<file path="config.mk">
export PLATFORM = sky130hd
export DESIGN_NAME = mc_control
export DESIGN_NICKNAME = d
export VERILOG_FILES = /design/src/rtl/mips_pkg.sv /design/src/rtl/alu_decoder.sv /design/src/rtl/mc_control.sv
export SDC_FILE = /design/constraint.sdc
export NUM_CORES = 1
export LEC_CHECK = 0
export CAP_MARGIN = 20
export CORE_MARGIN = 2
export CORE_UTILIZATION = 30
export CTS_CLUSTER_SIZE = 30
export DETAILED_ROUTE_END_ITERATION = 8
export GPL_ROUTABILITY_DRIVEN = 1
export GPL_TIMING_DRIVEN = 0
export PLACE_DENSITY = 0.74
export SYNTH_ARGS = -nofsm -noshare
export SYNTH_HDL_FRONTEND = slang
export SYNTH_SLANG_ARGS = --single-unit
</file>
<file path="constraint.sdc">
create_clock -name clk -period 1.4 [get_ports clk]
set_input_delay 0.28 -clock clk [delete_from_list [all_inputs] [get_ports clk]]
set_output_delay 0.28 -clock clk [all_outputs]
set_load 0.005 [all_outputs]
</file>
<file path="src/rtl/mips_pkg.sv">
// mips_pkg: shared state, opcode, funct, ALU code and mux-select encodings for the multicycle controller
package mips_pkg;
  typedef enum logic [3:0] {
    FETCH  = 4'd0,
    DECODE = 4'd1,
    MEMADR = 4'd2,
    MEMRD  = 4'd3,
    MEMWB  = 4'd4,
    MEMWR  = 4'd5,
    EXEC   = 4'd6,
    ALUWB  = 4'd7,
    BRANCH = 4'd8,
    ADDIEX = 4'd9,
    ADDIWB = 4'd10,
    JUMP   = 4'd11
  } state_t;
  localparam logic [5:0] OP_RTYPE = 6'b000000;
  localparam logic [5:0] OP_LW    = 6'b100011;
  localparam logic [5:0] OP_SW    = 6'b101011;
  localparam logic [5:0] OP_BEQ   = 6'b000100;
  localparam logic [5:0] OP_ADDI  = 6'b001000;
  localparam logic [5:0] OP_J     = 6'b000010;
  localparam logic [5:0] FN_ADD   = 6'b100000;
  localparam logic [5:0] FN_SUB   = 6'b100010;
  localparam logic [5:0] FN_AND   = 6'b100100;
  localparam logic [5:0] FN_OR    = 6'b100101;
  localparam logic [5:0] FN_NOR   = 6'b100111;
  localparam logic [5:0] FN_SLT   = 6'b101010;
  localparam logic [3:0] ALU_AND  = 4'b0000;
  localparam logic [3:0] ALU_OR   = 4'b0001;
  localparam logic [3:0] ALU_ADD  = 4'b0010;
  localparam logic [3:0] ALU_SUB  = 4'b0110;
  localparam logic [3:0] ALU_SLT  = 4'b0111;
  localparam logic [3:0] ALU_NOR  = 4'b1100;
  localparam logic [3:0] ALU_BAD  = 4'b1111;
  localparam logic [1:0] AOP_ADD  = 2'b00;
  localparam logic [1:0] AOP_SUB  = 2'b01;
  localparam logic [1:0] AOP_FN   = 2'b10;
  localparam logic [1:0] SRCB_REG   = 2'b00;
  localparam logic [1:0] SRCB_FOUR  = 2'b01;
  localparam logic [1:0] SRCB_IMM   = 2'b10;
  localparam logic [1:0] SRCB_IMMSH = 2'b11;
  localparam logic [1:0] PC_ALU    = 2'b00;
  localparam logic [1:0] PC_ALUOUT = 2'b01;
  localparam logic [1:0] PC_JUMP   = 2'b10;
endpackage

</file>
<file path="src/rtl/alu_decoder.sv">
// alu_decoder: maps aluop (00 add, 01 sub, 10 funct) and funct to the 4-bit ALU opCode
module alu_decoder
  import mips_pkg::*;
(
  input  logic [1:0] aluop,
  input  logic [5:0] funct,
  output logic [3:0] op_code
);
  logic [3:0] fn_code;
  always_comb begin
    fn_code = ALU_BAD;
    case (funct)
      FN_ADD:  fn_code = ALU_ADD;
      FN_SUB:  fn_code = ALU_SUB;
      FN_AND:  fn_code = ALU_AND;
      FN_OR:   fn_code = ALU_OR;
      FN_NOR:  fn_code = ALU_NOR;
      FN_SLT:  fn_code = ALU_SLT;
      default: fn_code = ALU_BAD;
    endcase
  end
  assign op_code = aluop == AOP_SUB ? ALU_SUB : aluop == AOP_FN ? fn_code : ALU_ADD;
endmodule

</file>
<file path="src/rtl/mc_control.sv">
// mc_control: multicycle MIPS Moore control FSM (clk, reset, op, funct, zero in; datapath selects/strobes, pc_en, state out)
module mc_control
  import mips_pkg::*;
(
  input  logic       clk,
  input  logic       reset,
  input  logic [5:0] op,
  input  logic [5:0] funct,
  input  logic       zero,
  output logic [3:0] opCode,
  output logic       ALUSrcA,
  output logic [1:0] ALUSrcB,
  output logic       IorD,
  output logic       IRWrite,
  output logic       MemWrite,
  output logic       RegDst,
  output logic       MemtoReg,
  output logic       RegWrite,
  output logic [1:0] PCSrc,
  output logic       pc_en,
  output logic [3:0] state
);
  state_t state_q, state_d;
  logic [1:0] aluop;
  always_comb begin
    state_d = FETCH;
    case (state_q)
      FETCH:   state_d = DECODE;
      DECODE:  state_d = (op == OP_LW || op == OP_SW) ? MEMADR :
                         op == OP_RTYPE ? EXEC :
                         op == OP_BEQ ? BRANCH :
                         op == OP_ADDI ? ADDIEX :
                         op == OP_J ? JUMP : FETCH;
      MEMADR:  state_d = op == OP_SW ? MEMWR : MEMRD;
      MEMRD:   state_d = MEMWB;
      EXEC:    state_d = ALUWB;
      ADDIEX:  state_d = ADDIWB;
      default: state_d = FETCH;
    endcase
  end
  always_ff @(posedge clk)
    state_q <= reset ? FETCH : state_d;
  assign state    = state_q;
  assign aluop    = state_q == EXEC ? AOP_FN : state_q == BRANCH ? AOP_SUB : AOP_ADD;
  assign ALUSrcA  = state_q inside {MEMADR, ADDIEX, EXEC, BRANCH};
  assign ALUSrcB  = state_q == FETCH ? SRCB_FOUR :
                    state_q == DECODE ? SRCB_IMMSH :
                    state_q inside {MEMADR, ADDIEX} ? SRCB_IMM : SRCB_REG;
  assign IorD     = state_q inside {MEMRD, MEMWR};
  assign IRWrite  = state_q == FETCH;
  assign MemWrite = state_q == MEMWR;
  assign RegDst   = state_q == ALUWB;
  assign MemtoReg = state_q == MEMWB;
  assign RegWrite = state_q inside {MEMWB, ALUWB, ADDIWB};
  assign PCSrc    = state_q == BRANCH ? PC_ALUOUT : state_q == JUMP ? PC_JUMP : PC_ALU;
  assign pc_en    = state_q inside {FETCH, JUMP} || (state_q == BRANCH && zero);
  alu_decoder u_alu_decoder (
    .aluop  (aluop),
    .funct  (funct),
    .op_code(opCode)
  );
endmodule

</file>
==> flow_metrics.tcl, run 1 <==
set metrics [dict create \
    status "finished, violations left" \
    violations "setup timing" \
    htreeDepth 1 \
    gp_congestion 0.7125 \
    grt_pass1_wl_mm 3.781 \
    tightest_slew_ns 0.3343 \
    antenna_left 0 \
    r2r_end "state[2]" \
    num-nets-final 159 \
    whs_path_depth 4 \
    grt_use_total 0.2608 \
    first_pass_iters 4 \
    finalSetupViolCount 19 \
    hold_path.class "primary input to register" \
    r2r-start "state[0]" \
    min_to "state[2]" \
    p_leak_nw 0.6370 \
    rsz0062_at_grt "true" \
    cts_sinks 4 \
    final.setup.tns_ns -3.351 \
    whs_ns 0.5423 \
    end_kind "output port" \
    instances_no_fill 158 \
    place_ws_ns -0.6174 \
    row_count 14 \
    p_int_mw 0.3412 \
    dp_cells 123 \
    seq_area_frac_synth 0.1616 \
    max-cap-violations 0 \
    r2r_slack_ns -0.19 \
    power_switching_mw 0.1567 \
    clock_power_share 0.290 \
    via_per_inst 5.468 \
    crit_type "register to output port" \
    start_kind "register" \
    timing.fmax_ghz 0.5760 \
    grt_max_degree 9 \
    synth-seq-cells 4 \
    yosysWarnings 0 \
    p_per_area_nw_per_um2 370.9 \
    reg2reg_depth 8 \
    port_buffers 34 \
    die_area_um2 1993 \
    hold_viol 0 \
    first_iter_violations 21 \
    fin_crit_ns 1.736 \
    clock_latency_ns 0.24 \
    drive_above_1_share 0.6408 \
    fin_crit_sh 1.240 \
    ctsHoldBuffers 0 \
    die_y_um 44.64 \
    critPathMaxFanout 4 \
    use_met3 0.07347 \
    worstPathRequired_ns 1.12 \
    grt_use_met1 0.2488 \
    post_drt_wl_per_cell_um 18.22 \
    overflow 0 \
    skew_ns 0.004418 \
    peakVddDrop_mv 0.4643 \
    core_um2 1524 \
    synth_nets 88 \
    final_common_cell "buf_4" \
    slew_headroom 0.7754 \
    initial_core_util 0.3251 \
    cts_root_buf "clkbuf_4" \
    slew_violations 0 \
    busiest_layer "met2" \
    cts_buffers 3 \
    antenna_found_initial 0 \
    drc 0 \
    clk_path_buf_depth 2 \
    largest_reg_flops 4 \
    min_from "op[3]" \
    path_clk_slew_ns 0.04 \
    syn_area_per_cell_um2 6.787 \
    area_growth_syn_to_layout_pct 171.0 \
    dp_hpwl_mm 1.193 \
    totalWireLength_mm 2.878 \
    synth_cell_types 31 \
    arrival_ns 1.46 \
    syn_area_um2 495.5 \
    setup_slack_ns -0.3361 \
    antenna_cells 0 \
    ioPinCount 35 \
    synthCells 73 \
    grt_pass1_vias 857 \
    pwr-share-comb 0.474 \
    switching_share 0.3148 \
    pwr-share-seq 0.236 \
    met2_usage 0.5072 \
    die_w_um 44.64 \
    layout_common_cells "buf_4 (19), buf_6 (18), buf_2 (14)" \
    cts_tree "done" \
    vias 864 \
]
worst max-delay path by stage:
| stage | depth (start not counted) | to | start | slack [ns] |
|---|---|---|---|---|
| 3_3_place_gp | 5 | opCode[3] | funct[0] | -0.62 |
| 3_5_place_dp | 5 | opCode[3] | funct[0] | -0.62 |
| 6_report | 4 | opCode[1] | state[0] | -0.34 |
| 2_1_floorplan | 4 | opCode[1] | state[0] | -0.03 |
| 4_1_cts | 5 | opCode[1] | state[0] | -0.35 |
| 5_1_grt | 4 | opCode[1] | state[0] | -0.37 |
layer usage:
| layer | wire length, um | share of wire |
|---|---|---|
| met1 | 1057 | 0.37 |
| met2 | 1582 | 0.55 |
| met3 | 172 | 0.060 |
| met4 | 65 | 0.023 |
| met5 | 0 | 0 |
critical path, cell delays in order (launching register included):
cell and delay [ns]:
dfxtp_4 0.34, nand2b_4 0.15, or2_4 0.26, or3_1 0.34, buf_2 0.13
kinds of logic after synthesis:
kind of cell,after synthesis,synth area share
AO/OA/AOI/OAI,19,0.2626
buffers and inverters,7,0.07322
flip-flops,4,0.1616
AND/OR/NAND/NOR,39,0.4318
XOR/XNOR,4,0.07072
cell type report:
| type | instances | area, um^2 |
|---|---|---|
| plain buffers | 3 | 45.04 |
| inverters | 3 | 13.76 |
| multi-input cells | 62 | 563.0 |
| clock buffers | 3 | 22.52 |
| fillers | 82 | 181.4 |
| well taps | 16 | 20.02 |
| flip-flops and latches | 4 | 95.09 |
| repair buffers | 67 | 583.1 |
power groups by stage:
stage	combinational, mW	clock [mW]	sequential [mW]
finish	0.236	0.144	0.117
CTS	0.213	0.147	0.119
floorplan	0.0622	0	0.123
global placement	0.150	0	0.123
global route	0.248	0.158	0.117
detailed placement	0.153	0	0.123
Yosys cell counts:
cell      n  share of area
or3_1     1          0.013
and4bb_1  1          0.025
nor2_1    9          0.068
o21bai_1  1          0.015
nor3b_1   1          0.015
xnor2_1   2          0.035
nand2b_4  1          0.028
nor2b_1   2          0.025
buf_6     1          0.023
o41ai_1   1          0.018
xor2_1    2          0.035
clkbuf_1  1         0.0076
nand3_1   1          0.010
dfxtp_1   4           0.16
o21ai_0   4          0.040
nand2b_1  3          0.038
o21a_1    1          0.015
nand3b_1  2          0.030
buf_2     2          0.020
a211o_1   2          0.035
nor3_1    7          0.071
or2_1     1          0.013
a41oi_1   1          0.018
inv_1     3          0.023
a221oi_2  1          0.030
nand4_1   1          0.013
o31ai_1   2          0.030
nor4_1    2          0.025
or2_2     1          0.013
nand2_1   6          0.045
a21oi_1   6          0.061
what timing repair did:
| item | CTS | global route |
|---|---|---|
| pin swaps | 15 | 18 |
| buffers inserted | 25 | 11 |
| resized for setup | 116 | 33 |
| setup endpoints to repair | 19 | 22 |
metrics by stage:
| step | area, um^2 | total power, mW | util |
|---|---|---|---|
| 3_5_place_dp | 864.6 | 0.2757 | 0.5673 |
| 5_1_grt | 1343 | 0.5230 | 0.8810 |
| 2_1_floorplan | 504.2 | 0.1854 | - |
| 4_1_cts | 1200 | 0.4794 | 0.7874 |
| 3_3_place_gp | 864.6 | 0.2734 | 0.5673 |
| 6_report | 1343 | 0.4980 | 0.8810 |
Note: power is estimated with default switching activity, not from simulation.
==> inputs of run 2 (changes only) <==
CORE_MARGIN = default   (was 2)
SKIP_CTS_REPAIR_TIMING = 1   (was default)
==> flow_metrics.tcl, run 2 (synthesis gave the netlist of run 1 again) <==
set metrics [dict create \
    status "finished, violations left" \
    violations "setup timing" \
    crit_chain "buf_8 -> nand2b_4 -> buf_4 -> or2_4 -> a21oi_1 -> buf_2" \
    cts_tree "done" \
    p_per_area_nw_per_um2 403.8 \
    grt_pass1_vias 590 \
    rsz0062_at_grt "true" \
    ioPinCount 35 \
    end_kind "output port" \
    arrival_ns 1.51 \
    first_iter_violations 8 \
    slew_violations 0 \
    use_met3 0.04741 \
    start_kind "register" \
    setup_slack_ns -0.3894 \
    fillers 111 \
    skew_ns 0.007353 \
    drive_above_1_share 0.5000 \
    fin_crit_ns 1.789 \
    place_ws_ns -0.6502 \
    seq_area_um2 90.09 \
    gp_congestion 0.8176 \
    grt_pass1_wl_mm 2.421 \
    grt_max_degree 11 \
    drc 0 \
    p_int_mw 0.3261 \
    slowest_stage "dfxtp_2" \
    die_w_um 42.64 \
    via_per_inst 5.394 \
    htreeDepth 1 \
    num-nets-final 143 \
    clock_latency_ns 0.24 \
    largest_reg_flops 4 \
    busiest_layer "met2" \
    multiInputGateArea_um2 506.7 \
    antenna_found_initial 0 \
    antenna_left 0 \
    core_um2 1524 \
    hold_viol 0 \
    pwr-share-comb 0.429 \
    initial_core_util 0.3251 \
    post_drt_wl_per_cell_um 15.03 \
    vias 766 \
    power_switching_mw 0.1402 \
    grt_use_total 0.1717 \
    path_delay_family "buffers and inverters" \
    clk_path_buf_depth 2 \
    final_core_util 0.7578 \
    met2_usage 0.2939 \
    pwr-share-seq 0.256 \
    finalSetupViolCount 14 \
    grt_use_met1 0.1953 \
    die_y_um 42.64 \
    crit_type "register to output port" \
    cts_root_buf "clkbuf_4" \
    cts_buffers 3 \
    first_pass_iters 4 \
    slew_headroom 0.7828 \
    worstPathRequired_ns 1.12 \
    p_leak_nw 0.6155 \
    peakVddDrop_mv 0.4349 \
    hold_path.class "primary input to register" \
    final_common_cell "clkdlybuf4s50_1" \
    overflow 0 \
    max-cap-violations 0 \
    switching_share 0.3007 \
    critPathMaxFanout 4 \
    crit_buf_inv 3 \
    fin_crit_sh 1.278 \
    area_growth_syn_to_layout_pct 133.1 \
    row_count 14 \
    cpPeakStageDelay_ns 0.32 \
    dp_hpwl_mm 1.137 \
    port_buffers 34 \
    clock_power_share 0.316 \
    path_clk_slew_ns 0.04 \
    totalWireLength_mm 2.134 \
    tightest_slew_ns 0.3231 \
    layout_common_cells "clkdlybuf4s50_1 (11), dlymetal6s2s_1 (10), buf_4 (10)" \
    timing.fmax_ghz 0.5588 \
    antenna_cells 0 \
    die_area_um2 1818 \
    final.setup.tns_ns -2.626 \
    cts_sinks 4 \
]
==> run 2: cell count changes in the layout (fill, tap and decap cells not counted), moves of 3 or more <==
cell / change
buf_4: -9
buf_6: -9
buf_2: -7
clkbuf_2: +5
dlymetal6s2s_1: +5
nor2_1: +4
dlygate4sd2_1: -3
nor2_4: -3
==> run 2: routing by layer <==
metal	share of wire	wire, um
met5	0	0
met4	0.0075	16
met3	0.058	123
met2	0.57	1216
met1	0.36	778
==> run 2: power groups by stage <==
stage                     Sequential, mW  Clock, mW  Combinational (mW)
after global placement             0.123          0               0.150
after floorplan                    0.123          0              0.0622
after CTS                          0.121      0.155               0.153
after detailed placement           0.123          0               0.152
final                              0.119      0.147               0.200
after global routing               0.119      0.161               0.214
==> run 2: final cells by class <==
class | count | share of cell area
Multi-Input combinational cell | 62 | 0.4388
Sequential cell | 4 | 0.07801
Tap cell | 16 | 0.01733
Timing Repair Buffer | 50 | 0.3889
Buffer | 4 | 0.04550
Inverter | 3 | 0.01192
Clock buffer | 3 | 0.01950
==> run 2: stage by stage <==
step	hold slack [ns]	total power [mW]	instances	instance area [um^2]
after floorplan	0.3450	0.1854	73	504.2
after global placement	0.6279	0.2734	123	864.6
after detailed placement	0.6307	0.2753	123	864.6
after CTS	0.6374	0.4292	126	887.1
after global routing	0.5401	0.4944	142	1155
final	0.4976	0.4663	142	1155
==> run 2: worst register-to-register path: stages, from the launching register on <==
cell	delay (ns)
dfxtp_2	0.32
buf_8	0.12
nand2b_4	0.15
buf_4	0.13
or2_4	0.24
buf_6	0.12
a211o_1	0.24
o41ai_2	0.06
==> run 2: path summary, 6_finish.rpt <==
kind | start | end | slack [ns] | cells past startpoint
max reg2reg | state[0] | state[1] | -0.10 | 7
max | state[0] | ALUSrcB[1] | -0.39 | 6
min reg2reg | state[2] | state[2] | 0.63 | 3
min | op[3] | state[2] | 0.50 | 4
==> inputs of run 3 (changes only) <==
CELL_PAD_IN_SITES_DETAIL_PLACEMENT = 1   (was default)
CELL_PAD_IN_SITES_GLOBAL_PLACEMENT = 1   (was default)
CORE_ASPECT_RATIO = 1.75   (was default)
CORE_UTILIZATION = 19   (was 30)
CTS_CLUSTER_DIAMETER = 120   (was default)
PLACE_DENSITY = default   (was 0.74)
PLACE_DENSITY_LB_ADDON = 0.1   (was default)
==> flow_metrics.tcl, run 3 (synthesis gave the netlist of run 1 again) <==
set metrics [dict create \
    status "finished, violations left" \
    violations "setup timing" \
    dp_hpwl_mm 1.497 \
    first_pass_iters 4 \
    grt_max_degree 11 \
    fin_crit_ns 1.783 \
    total_power_mw 0.5659 \
    skew_ns 0.0003696 \
    final_common_cell "buf_4" \
    p_int_mw 0.4225 \
    fillers 310 \
    cts_buffers 3 \
    overflow 0 \
    core_um2 2492 \
    initial_core_util 0.1988 \
    multiInputGateArea_um2 484.2 \
    num-nets-final 143 \
    htreeDepth 1 \
    fin_crit_sh 1.274 \
    p_per_area_nw_per_um2 484.8 \
    clock_power_share 0.417 \
    finalSetupViolCount 12 \
    first_iter_violations 2 \
    pwr-share-seq 0.214 \
    cts_tree "done" \
    pwr-share-comb 0.369 \
    drive_above_1_share 0.5000 \
    slew_violations 0 \
    antenna_cells 0 \
    die_w_um 40.60 \
    clk_path_buf_depth 2 \
    clock_latency_ns 0.21 \
    p_leak_nw 0.5957 \
    cts_root_buf "clkbuf_8" \
    final_core_util 0.4684 \
    seq_area_um2 90.09 \
    port_buffers 34 \
    worstPathRequired_ns 1.12 \
    switching_share 0.2533 \
    cts_sinks 4 \
    drc 0 \
    rsz0062_at_grt "true" \
    crit_chain "buf_8 -> nand2b_4 -> or2_4 -> or3_1 -> buf_2" \
    ioPinCount 35 \
    grt_use_total 0.1471 \
    die_area_um2 2824 \
    post_drt_wl_per_cell_um 14.97 \
    vias 741 \
    placed_area_um2 877.1 \
    timing.fmax_ghz 0.5608 \
    crit_type "register to output port" \
    power_switching_mw 0.1434 \
    antenna_found_initial 0 \
    area_growth_syn_to_layout_pct 135.6 \
    totalWireLength_mm 2.276 \
    hold_viol 0 \
    largest_reg_flops 4 \
    arrival_ns 1.50 \
    grt_pass1_wl_mm 3.036 \
    grt_pass1_vias 699 \
    path_clk_slew_ns 0.03 \
    slew_headroom 0.7344 \
    die_y_um 69.56 \
    start_kind "register" \
    tightest_slew_ns 0.3933 \
    antenna_left 0 \
    max-cap-violations 0 \
    gp_congestion 0.7235 \
    final_area_um2 1167 \
    end_kind "output port" \
    critPathMaxFanout 5 \
    via_per_inst 4.875 \
    row_count 24 \
    place_ws_ns -0.6681 \
    cpPeakStageDelay_ns 0.34 \
    setup_slack_ns -0.3832 \
    layout_common_cells "buf_4 (14), dlymetal6s2s_1 (12), buf_2 (10)" \
    slowest_stage "dfxtp_4" \
    peakVddDrop_mv 0.5041 \
    hold_path.class "primary input to register" \
]
==> run 3: changes by cell type in the layout (fill, tap and decap cells not counted), moves of 2 or more <==
cell,delta
nor3_1,-2
clkdlybuf4s50_1,-3
nor3_2,+2
dlymetal6s2s_1,+2
buf_6,-7
buf_4,+4
clkbuf_4,-3
clkbuf_8,+3
clkbuf_16,+2
buf_2,+3
o21ai_1,+2
==> run 3: worst paths after layout <==
path	start	cells after the start	slack, ns	end
max reg2reg	state[0]	6	-0.08	state[2]
min reg2reg	state[2]	2	0.64	state[1]
min	op[1]	4	0.57	state[2]
max	state[0]	5	-0.38	opCode[1]
==> run 3: critical path, delay by kind of cell, from the launching register on <==
| kind | cells | cell delay (ns) |
|---|---|---|
| flip-flops | 1 | 0.34 |
| AND/OR/NAND/NOR | 3 | 0.70 |
| buffers and inverters | 2 | 0.26 |
==> run 3: metal layers <==
layer / GRT usage / up-vias / part of all wire
met5: 0 / - / 0
met1: 0.1489 / 337 / 0.33
met4: 0.02222 / 0 / 0.035
met2: 0.2787 / 28 / 0.57
li1: - / 372 / -
met3: 0.03205 / 4 / 0.058
==> run 3: through the flow <==
step                setup TNS [ns]  cells  hold WS (ns)
floorplan                 -0.02713     73        0.3450
global placement            -7.381    133        0.6344
detailed placement          -7.539    133        0.6657
CTS                         -10.16    136        0.6682
global route                -3.191    152        0.5839
finish                      -2.271    152        0.5663
==> run 3: final cells by class <==
class                      count  share of cell area
tap                           26             0.02787
buffer                         4             0.04502
timing repair buffer          50              0.3901
clock buffer                   3             0.03537
multi-input combinational     62              0.4148
sequential                     4             0.07717
inverter                       3            0.009646
==> run 3: power by group through the flow <==
stage | registers (mW) | clock network [mW] | logic (mW)
global placement | 0.123 | 0 | 0.155
floorplan | 0.123 | 0 | 0.0622
global route | 0.122 | 0.252 | 0.226
finish | 0.121 | 0.236 | 0.209
CTS | 0.121 | 0.246 | 0.158
detailed placement | 0.123 | 0 | 0.157
